--- src/rtl/hs_pkg.sv ---
// Shared definitions for the Muller handshake pipeline: protocol selectors,
// the C-element next-state function and the occupancy counter width.
package hs_pkg;

   localparam int HS_4PHASE = 0;
   localparam int HS_2PHASE = 1;

   // Generalised C-element: the output follows the inputs when they agree
   // and holds its previous value otherwise.
   function automatic logic hs_celem(input logic go, input logic ack_n, input logic q);
      return (go & ack_n) | (go & q) | (ack_n & q);
   endfunction

   // Width needed to count 0..depth held tokens.
   function automatic int hs_occ_w(input int depth);
      return $clog2(depth + 1);
   endfunction

endpackage

--- src/rtl/hs_stage.sv ---
// One pipeline stage: a C-element request register plus the bundled data
// register it latches on a request transition.
module hs_stage
   import hs_pkg::*;
#(
   parameter int WIDTH    = 8,
   parameter int PROTOCOL = HS_4PHASE
) (
   input  logic             clk,
   input  logic             rst,
   input  logic             go,
   input  logic             ack,
   input  logic [WIDTH-1:0] d_in,
   output logic             req,
   output logic [WIDTH-1:0] d_out,
   output logic             full
);

   logic             req_q, req_d;
   logic [WIDTH-1:0] data_q;
   logic             cap;

   // Next request state and the data-capture strobe. A 4-phase token only
   // arrives on the rising request; in 2-phase every transition is a token.
   always_comb begin
      req_d = hs_celem(go, ~ack, req_q);
      if (PROTOCOL == HS_2PHASE) cap = req_d ^ req_q;
      else                       cap = req_d & ~req_q;
   end

   // Request and data registers; reset discards any held token.
   always_ff @(posedge clk or posedge rst) begin
      if (rst) begin
         req_q  <= 1'b0;
         data_q <= '0;
      end else begin
         req_q <= req_d;
         if (cap) data_q <= d_in;
      end
   end

   assign req   = req_q;
   assign d_out = data_q;
   // Token held: request raised but not yet acknowledged downstream.
   assign full  = (PROTOCOL == HS_2PHASE) ? (req_q ^ ack) : (req_q & ~ack);

endmodule

--- src/rtl/hs_muller_pipe.sv ---
// N-stage Muller pipeline elastic buffer with bundled data, occupancy count
// and a sticky monitor for producer/consumer handshake violations.
// DEPTH must be even and at least 2; capacity is DEPTH/2 tokens.
module hs_muller_pipe
   import hs_pkg::*;
#(
   parameter int WIDTH    = 8,
   parameter int DEPTH    = 4,
   parameter int PROTOCOL = HS_4PHASE
) (
   input  logic                        clk,
   input  logic                        rst,
   input  logic                        l_req,
   input  logic [WIDTH-1:0]            l_data,
   output logic                        l_ack,
   output logic                        r_req,
   output logic [WIDTH-1:0]            r_data,
   input  logic                        r_ack,
   output logic [DEPTH-1:0]            stage_full,
   output logic [hs_occ_w(DEPTH)-1:0]  occupancy,
   output logic                        protocol_err
);

   localparam int OCC_W = hs_occ_w(DEPTH);

   logic [DEPTH-1:0]            req, go, ack;
   logic [DEPTH-1:0][WIDTH-1:0] din, dq;

   for (genvar i = 0; i < DEPTH; i++) begin : g_stage
      if (i == 0) begin : g_first
         assign go[i]  = l_req;
         assign din[i] = l_data;
      end else begin : g_mid
         assign go[i]  = req[i-1];
         assign din[i] = dq[i-1];
      end
      if (i == DEPTH-1) begin : g_last
         assign ack[i] = r_ack;
      end else begin : g_inner
         assign ack[i] = req[i+1];
      end

      hs_stage #(.WIDTH(WIDTH), .PROTOCOL(PROTOCOL)) u_stage (
         .clk  (clk),
         .rst  (rst),
         .go   (go[i]),
         .ack  (ack[i]),
         .d_in (din[i]),
         .req  (req[i]),
         .d_out(dq[i]),
         .full (stage_full[i])
      );
   end

   assign l_ack  = req[0];
   assign r_req  = req[DEPTH-1];
   assign r_data = dq[DEPTH-1];

   // Popcount of held tokens.
   always_comb begin
      occupancy = '0;
      for (int i = 0; i < DEPTH; i++) occupancy = occupancy + OCC_W'(stage_full[i]);
   end

   logic lreq_q, rack_q, err_q, err_d;

   // An input edge is legal only if the handshake was pending in the cycle it
   // moved: the producer may toggle only when its last request is acked, the
   // consumer only when a request is outstanding (old ack differs from r_req).
   always_comb begin
      err_d = err_q;
      if ((l_req != lreq_q) && (lreq_q != l_ack)) err_d = 1'b1;
      if ((r_ack != rack_q) && (rack_q == r_req)) err_d = 1'b1;
   end

   // Previous-cycle environment inputs and the sticky error flag.
   always_ff @(posedge clk or posedge rst) begin
      if (rst) begin
         lreq_q <= 1'b0;
         rack_q <= 1'b0;
         err_q  <= 1'b0;
      end else begin
         lreq_q <= l_req;
         rack_q <= r_ack;
         err_q  <= err_d;
      end
   end

   assign protocol_err = err_q;

endmodule
--- config.mk ---
export PLATFORM = sky130hd
export DESIGN_NAME = hs_muller_pipe
export DESIGN_NICKNAME = d
export VERILOG_FILES = /design/src/rtl/hs_pkg.sv /design/src/rtl/hs_stage.sv /design/src/rtl/hs_muller_pipe.sv
export SDC_FILE = /design/constraint.sdc
export NUM_CORES = 1
export LEC_CHECK = 0
export BUFFER_PORTS_ARGS = -buffer_cell sky130_fd_sc_hd__buf_2
export CAP_MARGIN = 40
export CORE_UTILIZATION = 30
export CTS_CLUSTER_DIAMETER = 120
export DETAILED_ROUTE_END_ITERATION = 10
export GPL_TIMING_DRIVEN = 0
export SYNTH_ARGS = -nofsm -noshare
export SYNTH_HDL_FRONTEND = slang
export SYNTH_SLANG_ARGS = --single-unit
--- constraint.sdc ---
create_clock -name clk -period 2.7 [get_ports clk]
set_clock_uncertainty 0.05 [all_clocks]
set_input_delay 0.675 -clock clk [delete_from_list [all_inputs] [get_ports clk]]
set_output_delay 0.675 -clock clk [all_outputs]
set_load 0.1 [all_outputs]
== Yosys cells after proc, flatten, opt, wreduce, memory -nomap -nowiden ==
Cells that the tools add are included.

* Register bits: 39
* Input bits: 12
* Output and inout port bits: 18
* Word-level logic and storage cells: 52

* $add $sub $neg: 3
* Eq/ne operators: 4
* Mux-type cells: 2
* Bitwise logic cells: 29
* Reduce and logical (&&, ||, !) cells: 3

{| class="wikitable"
|+ Operators by type and width
! kind !! count
|-
| 1-bit AND || 16
|-
| 1-bit bitwise OR || 8
|-
| 1-bit inverter || 5
|-
| 2-bit by 1-bit adder with 3-bit output || 1
|-
| 3-bit by 1-bit adder with 3-bit output || 1
|-
| 1-bit inequality test || 3
|-
| 1-bit by 1-bit adder with 2-bit output || 1
|-
| 1-bit logical AND || 2
|-
| 1-bit two-way mux || 2
|-
| 2-bit nonzero test || 1
|-
| 1-bit == test || 1
|}

== Logic depth before layout (Yosys ltp) ==
Gate-level depths: netlist of the first run.

* Depth in word-level cells: 5
* Depth in mapped cells: 5

== Modules after synthesis ==
From an unflattened synthesis of the first run, not the netlist that was laid out.

* Cells, all modules: 106
* Area total of the unflattened synthesis: 1620.3 µm²

{| class="wikitable"
|+ Modules (own cells, without submodules)
! module !! instances !! cells each !! area each (µm²)
|-
| hs_stage || 4 || 22 || 357.8
|-
| hs_muller_pipe || 1 || 18 || 188.9
|}

== Worst setup path after synthesis of the first run ==
Ideal clock, no wire load.

* Kind: register to output
* Start point: register g_stage[3].u_stage.req_q
* End point: output occupancy[1]
* Arrival time: 2.726 ns
* Data required time: 1.975 ns
* Path slack: -0.751 ns
* Cell stages (with the launch flop): 6
* Path through: dfrtp_1 > buf_2 > nor2b_1 > ha_1 > ha_1 > ha_1

{| class="wikitable"
|+ RTL lines
! what !! line !! text
|-
| from (decl) || hs_stage.sv:19 || <nowiki>logic req_q, req_d;</nowiki>
|-
| from (signal assigned) || hs_stage.sv:37 || <nowiki>req_q <= req_d;</nowiki>
|-
| 1-bit AND || hs_stage.sv:45 || <nowiki>assign full = (PROTOCOL == HS_2PHASE) ? (req_q ^ ack) : (req_q & ~ack);</nowiki>
|-
| named net g_stage[3].u_stage.full || hs_stage.sv:16 || <nowiki>output logic full</nowiki>
|-
| 3-bit by 1-bit adder with 3-bit output || hs_muller_pipe.sv:62 || <nowiki>for (int i = 0; i < DEPTH; i++) occupancy = occupancy + OCC_W'(stage_full[i]);</nowiki>
|-
| to (decl) || hs_muller_pipe.sv:20 || <nowiki>output logic [hs_occ_w(DEPTH)-1:0] occupancy,</nowiki>
|}

The timed path passes the listed nets, and every way through them passes these cells.

== Worst setup path in the final report of the first run ==
Ends and elaborated chain as after synthesis.

==> results of run 1 <==
## timing repair
action | 4_1_cts | 5_1_grt
gates resized for setup | 13 | 1
endpoints found under the setup margin | 3 | 1
buffers inserted | 0 | 1
## final cells by class
type                    instances  area, um2  share of cell area
flip-flops and latches         39        981               0.484
multi-input cells              57        604               0.298
repair buffers                 31        204               0.101
well taps                      70       87.6              0.0432
clock buffers                   6       72.6              0.0358
plain buffers                   6       41.3              0.0204
inverters                       6       22.5              0.0111
clock inverters                 2       12.5             0.00618
## registers in the layout, summed over array words and instances (netlist names)
signal and flops:
g_stage.u_stage.d_out 32, g_stage.u_stage.req 4, lreq_q 1, rack_q 1, protocol_err 1
## per-layer routing
layer / up-vias / track usage / wire length, um / share of wire
li1: 444 / - / - / -
met1: 464 / 0.141 / 1180 / 0.44
met2: 18 / 0.178 / 1350 / 0.50
met3: 5 / 0.0295 / 99 / 0.037
met4: 0 / 0.0755 / 68 / 0.025
met5: - / 0 / 0 / 0
## path summary, 6_finish.rpt
check / start / end / slack, ps / depth (start not counted)
max: g_stage[3].u_stage.req / occupancy[1] / 60 / 6
min: rst / lreq_q / 450 / 2
max reg2reg: g_stage[1].u_stage.req / g_stage[0].u_stage.d_out[0] / 1140 / 3
min reg2reg: g_stage[3].u_stage.d_out[2] / g_stage[3].u_stage.d_out[2] / 450 / 1
max in group asynchronous: rst / g_stage[0].u_stage.d_out[2] / 1610 / 3
min in group clk: g_stage[3].u_stage.d_out[2] / g_stage[3].u_stage.d_out[2] / 450 / 1
## metrics by stage
stage	setup slack (ps)	hold WS, ps	utilization	instances
3_5_place_dp	-267	441	0.368	208
2_1_floorplan	-80.5	425	-	108
5_1_grt	0.927	463	0.394	217
4_1_cts	14.0	458	0.392	216
3_3_place_gp	-158	422	0.362	207
6_report	59.9	449	0.394	217
## critical path: stages (launching register included)
cell	delay (ps)
dfrtp_2	400
buf_4	170
nor2b_4	140
ha_1	310
ha_4	180
ha_4	270
buf_12	160
## cells in the final DEF (no fill, tap or decap), types with 2 or more instances in the layout
master	synthesis	routed
a21oi_1	2	2
buf_2	1	26
buf_4	4	7
clkbuf_1	1	2
clkbuf_8	0	5
dfrtp_1	39	35
dfrtp_2	0	4
ha_4	0	2
inv_1	5	5
mux2_2	32	32
nand2_1	3	3
nand2b_4	1	2
nor2_1	2	2
## logic make-up after synthesis
kind of cell | Yosys count | synth area share
AO/OA/AOI/OAI | 4 | 0.0148
adder cells (fa/ha/maj) | 4 | 0.0297
buffers and inverters | 12 | 0.0383
flip-flops | 39 | 0.609
multiplexers | 32 | 0.225
AND/OR/NAND/NOR | 17 | 0.0828
==> impl_results.md, run 1 <==
- Worst Path Required: 1980 ps
- Critical path class: flop to output port
- Clock transition at the registers of the reported paths: 70 ps
- Fin. max-slew vios: 0
- Core box area: 0.00514 mm2
- Initial detailed-routing violation count: 21
- Endpoint arrival time on the critical path: 1920 ps
- Number of buffers created by CTS: 5
- Maximum number of pins on one net before global-route repair: 23
- Net count after synthesis: 123
- Share of synthesized flip-flops with an asynchronous set or reset: 1.00
- Slew @ Worst Pin: 722 ps
- Relative slew slack: 0.518
- Number of buffers on the longest clock path: 2
- Maximum clock frequency: 379 MHz
- Number of enable-type register cells in the synthesized netlist: 0
- Library cell with the largest summed area after synthesis: dfrtp_1
- Gate count after technology mapping: 108
- RSZ-0062 raised after global routing: false
- Number of buffers added on ports: 29
- Global-route congestion overflow total: 0
- Leading post-synthesis cells by cell area: dfrtp_1 (61%), mux2_2 (22%), ha_1 (2.3%)
- Post-detailed-placement cell area: 0.00189 mm2
- Number of antenna violations at the first check in global routing: 0
- Area Growth Syn to Fin: 26.5%
- Part of the Yosys area used for sequential elements: 0.609
- TritonCTS clock tree: built
- Post-synthesis instance area: 0.00160 mm2
- Final number of setup-violating endpoints: 0
- Number of nets at the end of the flow: 161
- Level count of the clock H-tree: 2
- Average wire per cell in the routed design: 12.4 um
- Antenna-violating nets left: 0
- CP startpoint kind: flop
- Flip-flop and latch count after synthesis: 39
- Share of the cycle needed by the critical path after routing: 0.978
- Vias in the first global route: 934
- Number of placed I/O pins: 30
- Final-layout fill cell count: 513
- Routability congestion estimate: 0.730
- Wire length reported by the detailed router: 2.69 mm
- Top-area cell type share of the netlist area: 0.609
- Fraction of final layout cells sized beyond drive strength 1: 0.612
- Antenna diodes: 0
- Critical path fanouts, max: 8
- Estimated wirelength of the detail-placed design: 2.03 mm
- Die Area: 0.00563 mm2
- Endpoint type of the worst setup path: output port
- DIE WIDTH: 75.1 um
- Root Driver: clkbuf_8
- Overall Global Routing Usage: 0.114
- Synth warnings: 0
- Finished layout cell area: 0.00203 mm2
- First-pass GRT wire length: 4.56 mm
- Clock latency on the worst-skew pair: 280 ps
- Number of distinct library cell variants in the gate-level netlist after synthesis: 24
- Final number of hold-violating endpoints: 0
- Sinks on Clock Net: 39
- Synth cell count leaders: dfrtp_1 (39), mux2_2 (32), inv_1 (5)
- DRC violation count after routing: 0
- DRT Pass-1 Iters: 4
- Class of the tightest hold or removal check: input pin to asynchronous set/reset pin
- Vertical die dimension: 75.1 um
- Starting density of the core: 0.312
- Average cell area after synthesis: 14.8 um2
- Most used flip-flop cell after synthesis: dfrtp_1
- Routed via count: 931
- Detailed-route vias per instance: 4.29
- Minimum clock period after layout: 2640 ps
- Row count: 26
- Setup TNS after final layout: 0 ps
- Post-CTS Hold Fix Bufs: 0
- Run status: completed
- Most frequently used cell type in the post-synthesis netlist: dfrtp_1
- Maximum Capacitance Violations: 0
Power of run 1 is not shown: default switching activity piles up to over one toggle a cycle in this logic, so the estimate is an artifact.
==> run 2, diff against run 1 <==
Settings changed: REMOVE_ABC_BUFFERS from default to 1.
==> run 2 against run 1 <==
Global-route usage is 0.068 points lower. Via count is 4.8% lower. Sequential share of layout area stayed put. Wire length is 3.9% lower. Critical path type unchanged. Highest routed layer unchanged. Register-to-register slack hardly changed.
==> impl_results.md, run 2 (synthesis gave the netlist of run 1 again) <==
- Run status: completed
- Sinks on Clock Net: 39
- DRT Pass-1 Iters: 2
- Antenna diodes: 0
- Critical path fanouts, max: 7
- Level count of the clock H-tree: 2
- Overall Global Routing Usage: 0.114
- Final-layout fill cell count: 509
- Estimated wirelength of the detail-placed design: 1.92 mm
- Number of buffers created by CTS: 5
- Antenna-violating nets left: 0
- Number of nets at the end of the flow: 158
- Endpoint arrival time on the critical path: 1900 ps
- Vertical die dimension: 75.1 um
- Reg-to-reg startpoint: g_stage[1].u_stage.req
- Root Driver: clkbuf_8
- Class of the tightest hold or removal check: input pin to asynchronous set/reset pin
- Number of buffers on the longest clock path: 2
- Slew @ Worst Pin: 692 ps
- Number of placed I/O pins: 30
- Maximum Capacitance Violations: 0
- CP startpoint kind: flop
- Final number of setup-violating endpoints: 0
- Initial detailed-routing violation count: 21
- DIE WIDTH: 75.1 um
- Core box area: 0.00514 mm2
- Wire length reported by the detailed router: 2.59 mm
- R2r worst-path depth: 3
- First-pass GRT wire length: 4.64 mm
- Area Growth Syn to Fin: 26.5%
- Number of antenna violations at the first check in global routing: 0
- Die Area: 0.00563 mm2
- Critical path class: flop to output port
- DRC violation count after routing: 0
- Post-CTS Hold Fix Bufs: 0
- Commonest non-fill, non-tap cells in the layout: dfrtp_1 (35), mux2_2 (32), buf_2 (26)
- Routed via count: 886
- Row count: 26
- Fraction of final layout cells sized beyond drive strength 1: 0.597
- Leading cell type in the layout, fill and taps excluded: dfrtp_1
- Minimum clock period after layout: 2620 ps
- Share of the cycle needed by the critical path after routing: 0.972
- Flip-flop count of the largest register, all copies and words added: 32
- Clock latency on the worst-skew pair: 280 ps
- Final number of hold-violating endpoints: 0
- Clock transition at the registers of the reported paths: 70 ps
- TritonCTS clock tree: built
- Routability congestion estimate: 0.798
- Endpoint type of the worst setup path: output port
- Launch point of the critical path: g_stage[0].u_stage.req
- Relative slew slack: 0.538
- Area of combinational cells with multiple inputs: 579 um2
- Post-detailed-placement cell area: 0.00182 mm2
- Sequential cell area: 981 um2
- Average wire per cell in the routed design: 12.1 um
- Starting density of the core: 0.312
- Maximum clock frequency: 381 MHz
- Global-route congestion overflow total: 0
- Number of buffers added on ports: 29
- Worst Path Required: 1980 ps
- Detailed-route vias per instance: 4.14
- Capture point of the worst reg-to-reg path: g_stage[0].u_stage.d_out[4]
- Finished layout cell area: 0.00203 mm2
- Maximum number of pins on one net before global-route repair: 25
- Fin. max-slew vios: 0
- Capturing element of the worst setup path: occupancy[1]
- Vias in the first global route: 882
- Reg2Reg Setup Slack: 1150 ps
run 2: cell count changes in the layout (fill, tap and decap cells not counted), sizes merged:
cell,delta
clkinvlp,-1
clkinv,-1
clkbuf,-1
bufinv,+2
buf,-2
run 2: what timing repair did:
action                     CTS  global route
setup endpoints to repair    3             1
setup buffers                0             4
resized for setup           12             2
run 2: metrics by stage:
step,cells,utilization,TNS (ps),worst slack (ps),hold WS [ps]
after detailed placement,202,0.355,-242,-198,430
after global routing,214,0.394,-4.11,-4.11,470
after floorplan,102,-,-7250,-2110,425
final,214,0.394,0,76.0,441
after CTS,210,0.387,0,11.5,449
after global placement,201,0.349,-137,-137,423
run 2: worst max-delay path, stage by stage, from the launching register on:
cell and delay (ps):
dfrtp_2 480, nand2b_4 100, nand2_1 70, ha_1 290, ha_1 180, ha_1 320, buf_12 180
run 2: layout make-up:
type	instances	share of cell area
sequential	39	0.484
multi-input combinational	57	0.286
timing repair buffer	34	0.110
tap	70	0.0432
clock buffer	6	0.0358
clock inverter	2	0.0296
inverter	6	0.0111
run 2: how the worst min path moves through the flow:
stage	slack, ps	startpoint	endpoint
floorplan	420	g_stage[0].u_stage.d_out[0]	g_stage[0].u_stage.d_out[0]
global placement	420	protocol_err	protocol_err
detailed placement	430	protocol_err	protocol_err
CTS	450	protocol_err	protocol_err
global route	470	g_stage[3].u_stage.d_out[0]	g_stage[3].u_stage.d_out[0]
finish	440	rst	g_stage[3].u_stage.req
run 2: per-layer routing:
layer	wire length, um	GRT usage	vias to the layer above	share of wire
met1	1180	0.154	430	0.45
met3	134	0.0375	6	0.052
met4	54	0.0566	0	0.021
li1	-	-	435	-
met5	0	0	-	0
met2	1220	0.163	15	0.47
Power of run 2 is left out for the same reason.
